$ cat config.mk
export PLATFORM = sky130hd
export DESIGN_NAME = ff_bank_multimode
export DESIGN_NICKNAME = d
export VERILOG_FILES = /design/src/rtl/ff_bank_multimode.sv
export SDC_FILE = /design/constraint.sdc
export NUM_CORES = 1
export LEC_CHECK = 0
export CORE_ASPECT_RATIO = 0.75
export CORE_MARGIN = 3
export CORE_UTILIZATION = 36
export CTS_CLUSTER_DIAMETER = 150
export CTS_CLUSTER_SIZE = 28
export DETAILED_ROUTE_END_ITERATION = 6
export PLACE_DENSITY = 0.66
export SLEW_MARGIN = 20
export SYNTH_ARGS = -nofsm -noshare
export SYNTH_HDL_FRONTEND = slang
export SYNTH_SLANG_ARGS = --single-unit
$ cat constraint.sdc
create_clock -name clk -period 1.9 [get_ports clk]
set_input_delay 0.38 -clock clk [delete_from_list [all_inputs] [get_ports clk]]
set_output_delay 0.38 -clock clk [all_outputs]
set_load 0.01 [all_outputs]
$ cat src/rtl/ff_bank_multimode.sv
// Bank of WIDTH flip-flop channels, each run-time programmable
// as D, T, JK or SR, with enable, sticky SR-conflict and change flags.
module ff_bank_multimode #(
  parameter int              WIDTH   = 8,
  parameter logic [WIDTH-1:0] RST_VAL = {WIDTH{1'b0}}
) (
  input  logic               clk,
  input  logic               rst,
  input  logic               mode_we,
  input  logic [2*WIDTH-1:0] mode_wdata,
  input  logic               en,
  input  logic [WIDTH-1:0]   a,
  input  logic [WIDTH-1:0]   b,
  input  logic               err_clr,
  output logic [WIDTH-1:0]   q,
  output logic [WIDTH-1:0]   qn,
  output logic [2*WIDTH-1:0] mode_q,
  output logic [WIDTH-1:0]   sr_err,
  output logic [WIDTH-1:0]   chg
);

  localparam logic [1:0] M_D  = 2'b00;
  localparam logic [1:0] M_T  = 2'b01;
  localparam logic [1:0] M_JK = 2'b10;
  localparam logic [1:0] M_SR = 2'b11;

  logic [WIDTH-1:0]   st_q, st_d;
  logic [WIDTH-1:0]   stn_q, stn_d;
  logic [2*WIDTH-1:0] mode_reg_q, mode_reg_d;
  logic [WIDTH-1:0]   err_q, err_d;
  logic [WIDTH-1:0]   chg_q, chg_d;
  logic [WIDTH-1:0]   nxt;
  logic [WIDTH-1:0]   cfl;

  always_comb begin
    nxt = st_q;
    cfl = '0;
    for (int i = 0; i < WIDTH; i++) begin
      unique case (mode_reg_q[2*i +: 2])
        M_D:  nxt[i] = a[i];
        M_T:  nxt[i] = st_q[i] ^ a[i];
        M_JK: begin
          unique case ({a[i], b[i]})
            2'b00:   nxt[i] = st_q[i];
            2'b01:   nxt[i] = 1'b0;
            2'b10:   nxt[i] = 1'b1;
            default: nxt[i] = ~st_q[i];
          endcase
        end
        default: begin
          unique case ({a[i], b[i]})
            2'b01:   nxt[i] = 1'b0;
            2'b10:   nxt[i] = 1'b1;
            default: nxt[i] = st_q[i];
          endcase
          cfl[i] = a[i] & b[i];
        end
      endcase
    end
  end

  // a conflict raised this cycle wins over a simultaneous clear
  always_comb begin
    st_d       = en ? nxt : st_q;
    stn_d      = ~st_d;
    chg_d      = en ? (nxt ^ st_q) : '0;
    err_d      = (en ? cfl : '0) | (err_clr ? '0 : err_q);
    mode_reg_d = mode_we ? mode_wdata : mode_reg_q;
  end

  always_ff @(posedge clk) begin
    if (rst) begin
      st_q       <= RST_VAL;
      stn_q      <= ~RST_VAL;
      mode_reg_q <= '0;
      err_q      <= '0;
      chg_q      <= '0;
    end else begin
      st_q       <= st_d;
      stn_q      <= stn_d;
      mode_reg_q <= mode_reg_d;
      err_q      <= err_d;
      chg_q      <= chg_d;
    end
  end

  assign q      = st_q;
  assign qn     = stn_q;
  assign mode_q = mode_reg_q;
  assign sr_err = err_q;
  assign chg    = chg_q;

endmodule

; ---- Word level (Yosys, flattened, before mapping)
; Index checks and enable logic that the tools add are counted.
[classes]
reduce_logical = 25
eq_ne = 32
n_bitwise = 28
muxes = 35
[ops]
columns = operator, count
row1 = one-hot mux 1 bit (3 select lines), 16
row2 = "== test 2 x 1 -> 1 bit, second input constant", 16
row3 = "== test 2 bit, second input constant", 16
row4 = logical NOT 2 bit, 16
row5 = 2-to-1 mux 8 bit, 3
row6 = OR reduction 3 bit, 8
row7 = one-hot mux 1 bit (2 select lines), 8
row8 = NOT 1 bit, 9
row9 = bitwise AND 1 bit, 8
row10 = 2-to-1 mux 1 bit, 8
row11 = NOT 8 bit, 1
row12 = OR 8 bit, 1
row13 = bitwise XOR 1 bit, 8
row14 = bitwise XOR 8 bit, 1
row15 = OR reduction 2 bit, 1
[word_totals]
elab_cells = 125
reg_bits = 48
input_bits = 37
output_inout_bits = 48

; ---- Depth between registers and ports, before layout
; Gate-level depths: netlist of the first run.
[depth]
ltp_word = 5
ltp_mapped = 6
mapped_depth_nobuf = 6

; ---- Worst setup path after synthesis of the first run
; OpenSTA, ideal clock, no wires.
[synth_path]
path_type = in2reg
startpoint = input port b[7]
endpoint = register stn_q[7] (netlist: qn[7])
cell_stages = 6
arrival_time_ns = 1.360
path_buffers = 0
t_required_ns = 1.783
setup_slack_ns = 0.423
setup_time_ns = 0.117
cell_sequence = inv_1 > ha_1 > mux2i_1 > and3_1 > a31o_2 > o22a_1
[synth_between]
elab_chain_len = 5
[synth_rtl]
columns = item, line_no
row1 = "start, declared", 13  ; input logic [WIDTH-1:0] b,
row2 = "== test 2 bit, or another cell as far along", "43, 51"
row3 = one-hot mux 1 bit (3 select lines) or one-hot mux 1 bit (2 select lines) (tied branches), "43, 51"
row4 = one-hot mux 1 bit (3 select lines) (*), 39  ; unique case (mode_reg_q[2*i +: 2])
row5 = 2-to-1 mux 8 bit (*), 64  ; st_d = en ? nxt : st_q;
row6 = NOT 8 bit (*), 65  ; stn_d = ~st_d;
row7 = "end signal, assigned", 74  ; stn_q <= ~RST_VAL;
row8 = "end signal, assigned", 80  ; stn_q <= stn_d;
row9 = "end, declared", 28  ; logic [WIDTH-1:0] stn_q, stn_d;
; Every way passes the cells marked *; elsewhere a longest branch is shown, timed or not.
; A chain may end at the register's enable or synchronous reset.

==> flow_summary.yaml, run 1 <==
global_routing:
  grt_antenna_before_repair: 0
  grt_max_degree: 21
  grt_pass1_vias: 1966
  grt_first_pass_wirelength_um: 9160
  grtUsageTotal: 0.155
  grt_overflow: 0
timing:
  fin_tns_setup_ns: 0
  fin_skew_ns: 0.00459
  fmax_mhz: 566
  hold_viol: 0
  relSlewSlack: 0.407
  min_period_over_period: 0.929
  finalSetupViolCount: 0
  tightestPinTransition_ns: 0.886
  rsz0062_at_grt: "no"
  finalCriticalPeriod_ns: 1.77
  slew_viol_final: 0
final_layout:
  fill_cells: 544
  num_antenna_cells: 0
  fin_util: 0.587
  area_growth_pct: 53.3
  drive_above_1_share: 0.105
  nets: 415
  fin_cells: 441
  fin_area_um2: 3530
synthesis:
  seq_area_frac_synth: 0.418
  netlist_area_um2: 2300
  synth_top_family_by_area: "simple AND/OR/NAND/NOR gates"
  syn-instance-count: 253
  synth_top_flop_cell: "dfxtp_1"
  yosys.area.top_type_share: 0.418
  synth-seq-cells: 48
  synthDistinctLibCells: 23
  yosys.area_share.simple: 0.188
  muxShareOfSynthArea: 0.139
  syn_nets: 306
  synth_compound_area_frac: 0.135
  synth_warnings: 0
  synth_xor_xnor_area_share: 0
  synth_top_cell_by_area: "dfxtp_1"
  avgSynthCellArea_um2: 9.09
  synth.top_cells.by_area: "dfxtp_1, mux2i_1, ha_1"
  synth_fa_ha_area_frac: 0.0871
  async_reset_ff_frac: 0
  yosysMostFrequentCell: "dfxtp_1"
  synthTopCellsByCount: "dfxtp_1, nor2_1, mux2i_1, nand2_1"
  synth-edff-count: 0
setup_path:
  cpPeakStageDelay_ns: 0.60
  cp.depth: 1
  worstSetupStartpointType: "flop"
  path_class: "flop to output port"
  reg2reg_depth: 5
  setup.worst_path.end_class: "output port"
  path_max_fanout: 8
  required_ns: 1.52
  path_cells: "clkdlybuf4s50_1"
  crit_buf_inv: 1
  cp_data_arrival_time_ns: 1.39
  slowest_stage: "clkdlybuf4s50_1"
  critPathTopFamily: "buffers and inverters"
  r2r_slack_ns: 0.48
pwr:
  internal_power_mw: 1.76
  p_switching_mw: 0.618
  power_leakage_nw: 1.48
  powerDensity_nw_per_um2: 675
  swShare: 0.260
  clkPwrFrac: 0.310
  peakVddDrop_mv: 0.368
  seqPwrFrac: 0.475
  p_comb_frac: 0.215
clocking:
  cts.clk_slew.worst_paths_ns: 0.09
  clk-insertion-delay-late_ns: 0.30
  cts_setup_buffers: 0
  cts_buffer_depth: 2
  numCtsBuffers: 5
  root_buffer: "clkbuf_8"
  cts_hold_buffers: 0
  cts_tree: "yes"
  h-tree-depth: 2
  cts-resized-gates: 0
  clock_sinks: 48
routing:
  wl_um: 5810
  drt-met1-wl_um: 2900
  top_layer: "met4"
  routed_via_density: 4.92
  detail_route.iter0.violations: 57
  wl_per_cell_um: 13.2
  firstDrtPassIters: 4
  wl_met3_um: 328
  wl_met2_um: 2540
  vias: 2169
  drc_errors: 0
  drtAntennaViolNets: 0
placement:
  portBuffers: 84
  hpwlAfterDp_um: 4320
  dp.cells: 433
  gp_congestion: 0.775
  post_dp_cell_area_um2: 3410
job:
  cap_viol_max_count: 0
hold_path:
  hold_start: "sr_err[7]"
  hp-class: "flop to flop"
  whs_path_depth: 2
die:
  dieArea_um2: 7390
  core_area_um2: 6010
  die_h_um: 75.2
  start_util: 0.383
  rows: 24
  die_x_um: 98.3
  num_io_pins: 85
outcome:
  status: "completed"
==> path summary, 6_finish.rpt <==
check,end
setup / recovery,q[3]
hold / removal,sr_err[7]
hold reg to reg,sr_err[7]
setup reg to reg,qn[3]
==> cell usage in the layout (no fill, tap or decap) <==
master,instances
clkbuf_8,5
clkinvlp_4,1
nor2b_1,1
nand2_1,17
nand3_1,16
mux2i_1,32
ha_1,16
buf_4,27
and3_1,1
buf_12,1
nor3_1,7
a211o_1,7
a31oi_1,7
a22o_1,7
o22a_1,1
o22ai_1,1
nor2_1,45
nor2b_2,1
inv_1,8
nand2b_1,10
clkdlybuf4s50_1,84
a31o_2,1
bufinv_16,1
clkinv_2,1
a211oi_1,14
o21ai_0,3
dfxtp_1,48
==> power by group through the flow <==
stage / Sequential, mW / Clock (mW) / Combinational (mW)
finish: 1.13 / 0.738 / 0.511
global route: 1.14 / 0.805 / 0.560
CTS: 1.13 / 0.758 / 0.518
detailed placement: 1.15 / 0 / 0.516
global placement: 1.15 / 0 / 0.506
floorplan: 1.17 / 0 / 0.198
==> per-layer routing <==
layer  global-route usage  vias to the layer above
li1                     -                     1114
met1                0.206                     1001
met2                0.252                       49
met3               0.0472                        5
met4               0.0364                        0
met5                    0                        -
==> final cells by class <==
class | instances | area (µm²) | area share
inverter | 8 | 30.0 | 0.00852
timing repair buffer | 112 | 1060 | 0.302
tap | 78 | 97.6 | 0.0277
multi-input combinational | 187 | 1260 | 0.358
sequential | 48 | 961 | 0.273
clock inverter | 3 | 42.5 | 0.0121
clock buffer | 5 | 68.8 | 0.0195
==> through the flow <==
step	power, mW	hold slack (ns)	setup WS, ns
2_1_floorplan	1.36	0.483	0.423
6_report	2.38	0.484	0.134
5_1_grt	2.50	0.518	0.0304
4_1_cts	2.41	0.496	0.138
3_3_place_gp	1.66	0.440	-0.108
3_5_place_dp	1.67	0.470	-0.147
==> kinds of logic (layout without fill, tap and decap cells) <==
| group | after synthesis | count (layout) |
|---|---|---|
| flip-flops | 48 | 48 |
| buffers and inverters | 18 | 128 |
| multiplexers | 32 | 32 |
| adder cells (fa/ha/maj) | 16 | 16 |
| AO/OA/AOI/OAI | 41 | 41 |
| AND/OR/NAND/NOR | 98 | 98 |
(Power assumes the default switching activity.)
==> run 2, diff against run 1 <==
--- a/config.mk
+++ b/config.mk
@@ -5,13 +5,15 @@
 export SDC_FILE = /design/constraint.sdc
 export NUM_CORES = 1
 export LEC_CHECK = 0
-export CORE_ASPECT_RATIO = 0.75
+export CORE_ASPECT_RATIO = 0.5
 export CORE_MARGIN = 3
 export CORE_UTILIZATION = 36
 export CTS_CLUSTER_DIAMETER = 150
 export CTS_CLUSTER_SIZE = 28
 export DETAILED_ROUTE_END_ITERATION = 6
+export MAX_ROUTING_LAYER = met4
 export PLACE_DENSITY = 0.66
+export REMOVE_ABC_BUFFERS = 1
 export SLEW_MARGIN = 20
 export SYNTH_ARGS = -nofsm -noshare
 export SYNTH_HDL_FRONTEND = slang
==> flow_summary.yaml, run 2 (synthesis gave the netlist of run 1 again) <==
placement:
  gp_congestion: 0.836
  pre_cts_ws_ns: -0.193
  portBuffers: 84
  hpwlAfterDp_um: 4530
setup_path:
  required_ns: 2.08
  cp_data_arrival_time_ns: 1.93
  reg2reg_depth: 5
  r2r_slack_ns: 0.51
  path_max_fanout: 3
  setup.worst_path.end_class: "flop"
  worstSetupStartpointType: "input pin"
  crit_start: "b[7]"
  r2r_start: "mode_q[0]"
  path_class: "input pin to flop"
  r2r_end: "qn[0]"
final_layout:
  drive_above_1_share: 0.110
  fin_util: 0.615
  mostFrequentLayoutCell: "clkdlybuf4s50_1"
  mostFrequentLayoutCells: "clkdlybuf4s50_1, dfxtp_1, nor2_1"
  fill_cells: 510
  num_antenna_cells: 0
  area_growth_pct: 55.9
  nets: 418
timing:
  fin_tns_setup_ns: 0
  fin_skew_ns: 0.00466
  hold_viol: 0
  fmax_mhz: 570
  relSlewSlack: 0.453
  rsz0062_at_grt: "no"
  tightestPinTransition_ns: 0.817
  finalSetupViolCount: 0
  slew_viol_final: 0
  setup_slack_ns: 0.146
  finalCriticalPeriod_ns: 1.75
  min_period_over_period: 0.923
die:
  core_area_um2: 5820
  die_h_um: 62.5
  num_io_pins: 85
  die_x_um: 119
  dieArea_um2: 7440
  start_util: 0.395
  rows: 19
routing:
  vias: 2175
  drtAntennaViolNets: 0
  detail_route.iter0.violations: 65
  firstDrtPassIters: 4
  wl_per_cell_um: 13.0
  routed_via_density: 4.84
  drc_errors: 0
  wl_um: 5830
clocking:
  numCtsBuffers: 5
  cts_buffer_depth: 2
  root_buffer: "clkbuf_16"
  h-tree-depth: 2
  cts_tree: "yes"
  clk-insertion-delay-late_ns: 0.29
  clock_sinks: 48
  cts.clk_slew.worst_paths_ns: 0.06
  cts_hold_buffers: 0
outcome:
  status: "completed"
pwr:
  clkPwrFrac: 0.337
  power_leakage_nw: 1.50
  p_switching_mw: 0.627
  internal_power_mw: 1.85
  swShare: 0.253
  powerDensity_nw_per_um2: 692
  peakVddDrop_mv: 0.349
  p_comb_frac: 0.208
  seqPwrFrac: 0.455
global_routing:
  use_met1: 0.194
  grtUsageMet2: 0.297
  top_usage_layer: "met2"
  grt_antenna_before_repair: 0
  grt_overflow: 0
  grt_max_degree: 19
  grt_pass1_vias: 2094
  grt_first_pass_wirelength_um: 10100
  grtUsageTotal: 0.169
  grt_use_met3: 0.0452
hold_path:
  holdPathEnd: "sr_err[7]"
  whs_path_depth: 2
  hold_start: "sr_err[7]"
  hp-class: "flop to flop"
job:
  cap_viol_max_count: 0
==> run 2: cell types whose count changed in the layout (fill, tap and decap cells not counted), sizes merged <==
cell | previous run | this run
clkbuf | 5 | 6
clkinvlp | 1 | 0
buf | 28 | 31
bufinv | 1 | 0
==> run 2: how the worst max path moves through the flow <==
stage	to	slack, ns	cells past startpoint
3_3_place_gp	chg[6]	-0.12	7
2_1_floorplan	qn[7]	0.42	6
3_5_place_dp	chg[1]	-0.19	7
4_1_cts	chg[1]	0.10	7
6_report	qn[7]	0.15	7
5_1_grt	qn[7]	0.05	7
==> run 2: what timing repair did <==
action,4_1_cts,5_1_grt
setup buffers,0,0
endpoints found under the setup margin,0,1
resized for setup,0,1
==> run 2: cell type report <==
type | count | area, µm² | area share
clock buffers | 6 | 129 | 0.0360
flip-flops and latches | 48 | 961 | 0.268
clock inverters | 1 | 5.00 | 0.00140
well taps | 84 | 105 | 0.0293
multi-input cells | 187 | 1270 | 0.354
repair buffers | 115 | 1090 | 0.303
inverters | 8 | 30.0 | 0.00838
==> run 2: power groups by stage <==
stage	clock [mW]	sequential [mW]	combinational [mW]
6_report	0.835	1.13	0.517
5_1_grt	0.909	1.14	0.567
4_1_cts	0.856	1.13	0.523
3_5_place_dp	0	1.15	0.520
3_3_place_gp	0	1.15	0.507
2_1_floorplan	0	1.17	0.174
==> run 2: through the flow <==
stage | power, mW | instances | area, µm² | hold WS, ns
global placement | 1.66 | 442 | 3440 | 0.437
detailed placement | 1.67 | 442 | 3440 | 0.448
global route | 2.62 | 449 | 3580 | 0.496
finish | 2.48 | 449 | 3580 | 0.458
floorplan | 1.34 | 243 | 2250 | 0.452
CTS | 2.51 | 449 | 3580 | 0.462
==> run 2: layer usage <==
| layer | up-vias | share of wire | routed length, µm |
|---|---|---|---|
| met5 | - | 0 | 0 |
| met4 | 0 | 0.0067 | 39 |
| met3 | 7 | 0.037 | 213 |
| met2 | 34 | 0.51 | 2960 |
| met1 | 1007 | 0.45 | 2610 |
| li1 | 1127 | - | - |
==> run 2: worst max-delay path, cell delays in order <==
cell,delay (ns)
clkdlybuf4s50_1,0.48
inv_1,0.06
ha_1,0.29
mux2i_1,0.12
and3_1,0.19
a31o_2,0.24
o22a_1,0.18
==> run 3, diff against run 2 <==
--- a/config.mk
+++ b/config.mk
@@ -12,7 +12,7 @@
 export CTS_CLUSTER_SIZE = 28
 export DETAILED_ROUTE_END_ITERATION = 6
 export MAX_ROUTING_LAYER = met4
-export PLACE_DENSITY = 0.66
+export PLACE_DENSITY = 0.69
 export REMOVE_ABC_BUFFERS = 1
 export SLEW_MARGIN = 20
 export SYNTH_ARGS = -nofsm -noshare
==> constraint.sdc (replaced) <==
create_clock -name clk -period 1.47 [get_ports clk]
set_input_delay 0.294 -clock clk [delete_from_list [all_inputs] [get_ports clk]]
set_output_delay 0.294 -clock clk [all_outputs]
set_load 0.01 [all_outputs]
==> flow_summary.yaml, run 3 (synthesis gave the netlist of run 1 again) <==
clocking:
  cts.clk_slew.worst_paths_ns: 0.07
  cts_tree: "yes"
  clock_sinks: 48
  root_buffer: "clkbuf_16"
  cts_setup_buffers: 0
  h-tree-depth: 2
  clk-insertion-delay-late_ns: 0.28
  numCtsBuffers: 5
  cts_hold_buffers: 0
  cts_buffer_depth: 2
placement:
  gp_congestion: 0.846
  hpwlAfterDp_um: 4770
  portBuffers: 84
  post_dp_cell_area_um2: 3490
  dp.cells: 446
die:
  die_h_um: 62.5
  rows: 19
  num_io_pins: 85
  die_x_um: 119
  start_util: 0.395
  dieArea_um2: 7440
  core_area_um2: 5820
timing:
  relSlewSlack: 0.703
  finalCriticalPeriod_ns: 1.45
  tightestPinTransition_ns: 0.446
  finalSetupViolCount: 0
  hold_viol: 0
  rsz0062_at_grt: "no"
  min_period_over_period: 0.983
  fmax_mhz: 692
  fin_skew_ns: 0.00329
  slew_viol_final: 0
  fin_tns_setup_ns: 0
final_layout:
  nets: 422
  num_antenna_cells: 0
  fin_area_um2: 3740
  area_growth_pct: 62.8
  regArea_um2: 988
  mostFrequentLayoutCell: "nor2_1"
  fill_cells: 494
  fin_cells: 454
  mostFrequentLayoutCells: "nor2_1, dlygate4sd2_1, clkdlybuf4s50_1"
  fin_util: 0.643
  multi_input_area_um2: 1370
  drive_above_1_share: 0.230
setup_path:
  path_class: "flop to output port"
  r2r_slack_ns: 0.15
  path_cells: "clkdlybuf4s50_1"
  worstSetupStartpointType: "flop"
  cp_data_arrival_time_ns: 1.15
  setup.worst_path.end_class: "output port"
  crit_buf_inv: 1
  required_ns: 1.18
  cpPeakStageDelay_ns: 0.54
  slowest_stage: "clkdlybuf4s50_1"
  path_max_fanout: 1
  critPathTopFamily: "buffers and inverters"
global_routing:
  grt_antenna_before_repair: 0
  grt_first_pass_wirelength_um: 11100
  grt_pass1_vias: 2345
  grt_overflow: 0
  grtUsageTotal: 0.186
  grt_max_degree: 17
pwr:
  clkPwrFrac: 0.352
  power_mw: 3.32
  seqPwrFrac: 0.442
  swShare: 0.262
  peakVddDrop_mv: 0.476
  p_comb_frac: 0.207
  power_leakage_nw: 1.80
  powerDensity_nw_per_um2: 886
  p_switching_mw: 0.870
  internal_power_mw: 2.45
routing:
  vias: 2284
  firstDrtPassIters: 4
  detail_route.iter0.violations: 95
  drtAntennaViolNets: 0
  drc_errors: 0
  wl_per_cell_um: 14.3
  routed_via_density: 5.03
  wl_um: 6480
hold_path:
  hp-class: "flop to flop"
job:
  cap_viol_max_count: 0
outcome:
  status: "completed"
## run 3: path summary, 6_finish.rpt
check        cells after the start        end       from
max                              1     chg[4]     chg[4]
min                              2  sr_err[7]  sr_err[7]
max reg2reg                      5      qn[2]  mode_q[4]
min reg2reg                      2  sr_err[7]  sr_err[7]
## run 3: layout make-up
type | count | share of cell area
clock buffers | 6 | 0.0371
clock inverters | 2 | 0.00401
inverters | 8 | 0.00802
multi-input cells | 187 | 0.365
flip-flops and latches | 48 | 0.264
well taps | 84 | 0.0281
repair buffers | 119 | 0.294
## run 3: layer usage
metal / global-route usage / up-vias / part of all wire
li1: - / 1130 / -
met1: 0.213 / 1094 / 0.43
met2: 0.334 / 45 / 0.52
met3: 0.0335 / 15 / 0.030
met4: 0.0534 / 0 / 0.021
met5: - / - / 0
## run 3: metrics by stage
| step | hold slack (ns) | worst slack, ns |
|---|---|---|
| global placement | 0.440 | -0.444 |
| global route | 0.492 | 0.000260 |
| detailed placement | 0.447 | -0.486 |
| CTS | 0.462 | 0.00177 |
| finish | 0.453 | 0.0243 |
| floorplan | 0.366 | 0.0791 |
## run 3: power by group through the flow
stage / clock (mW) / combinational [mW] / sequential, mW
floorplan: 0 / 0.224 / 1.51
global placement: 0 / 0.671 / 1.48
detailed placement: 0 / 0.691 / 1.48
CTS: 1.18 / 0.686 / 1.46
global route: 1.25 / 0.752 / 1.48
finish: 1.17 / 0.686 / 1.47
## run 3: what timing repair did
action,4_1_cts,5_1_grt
setup endpoints to repair,51,19
gates resized for setup,80,11
pin swaps,12,1
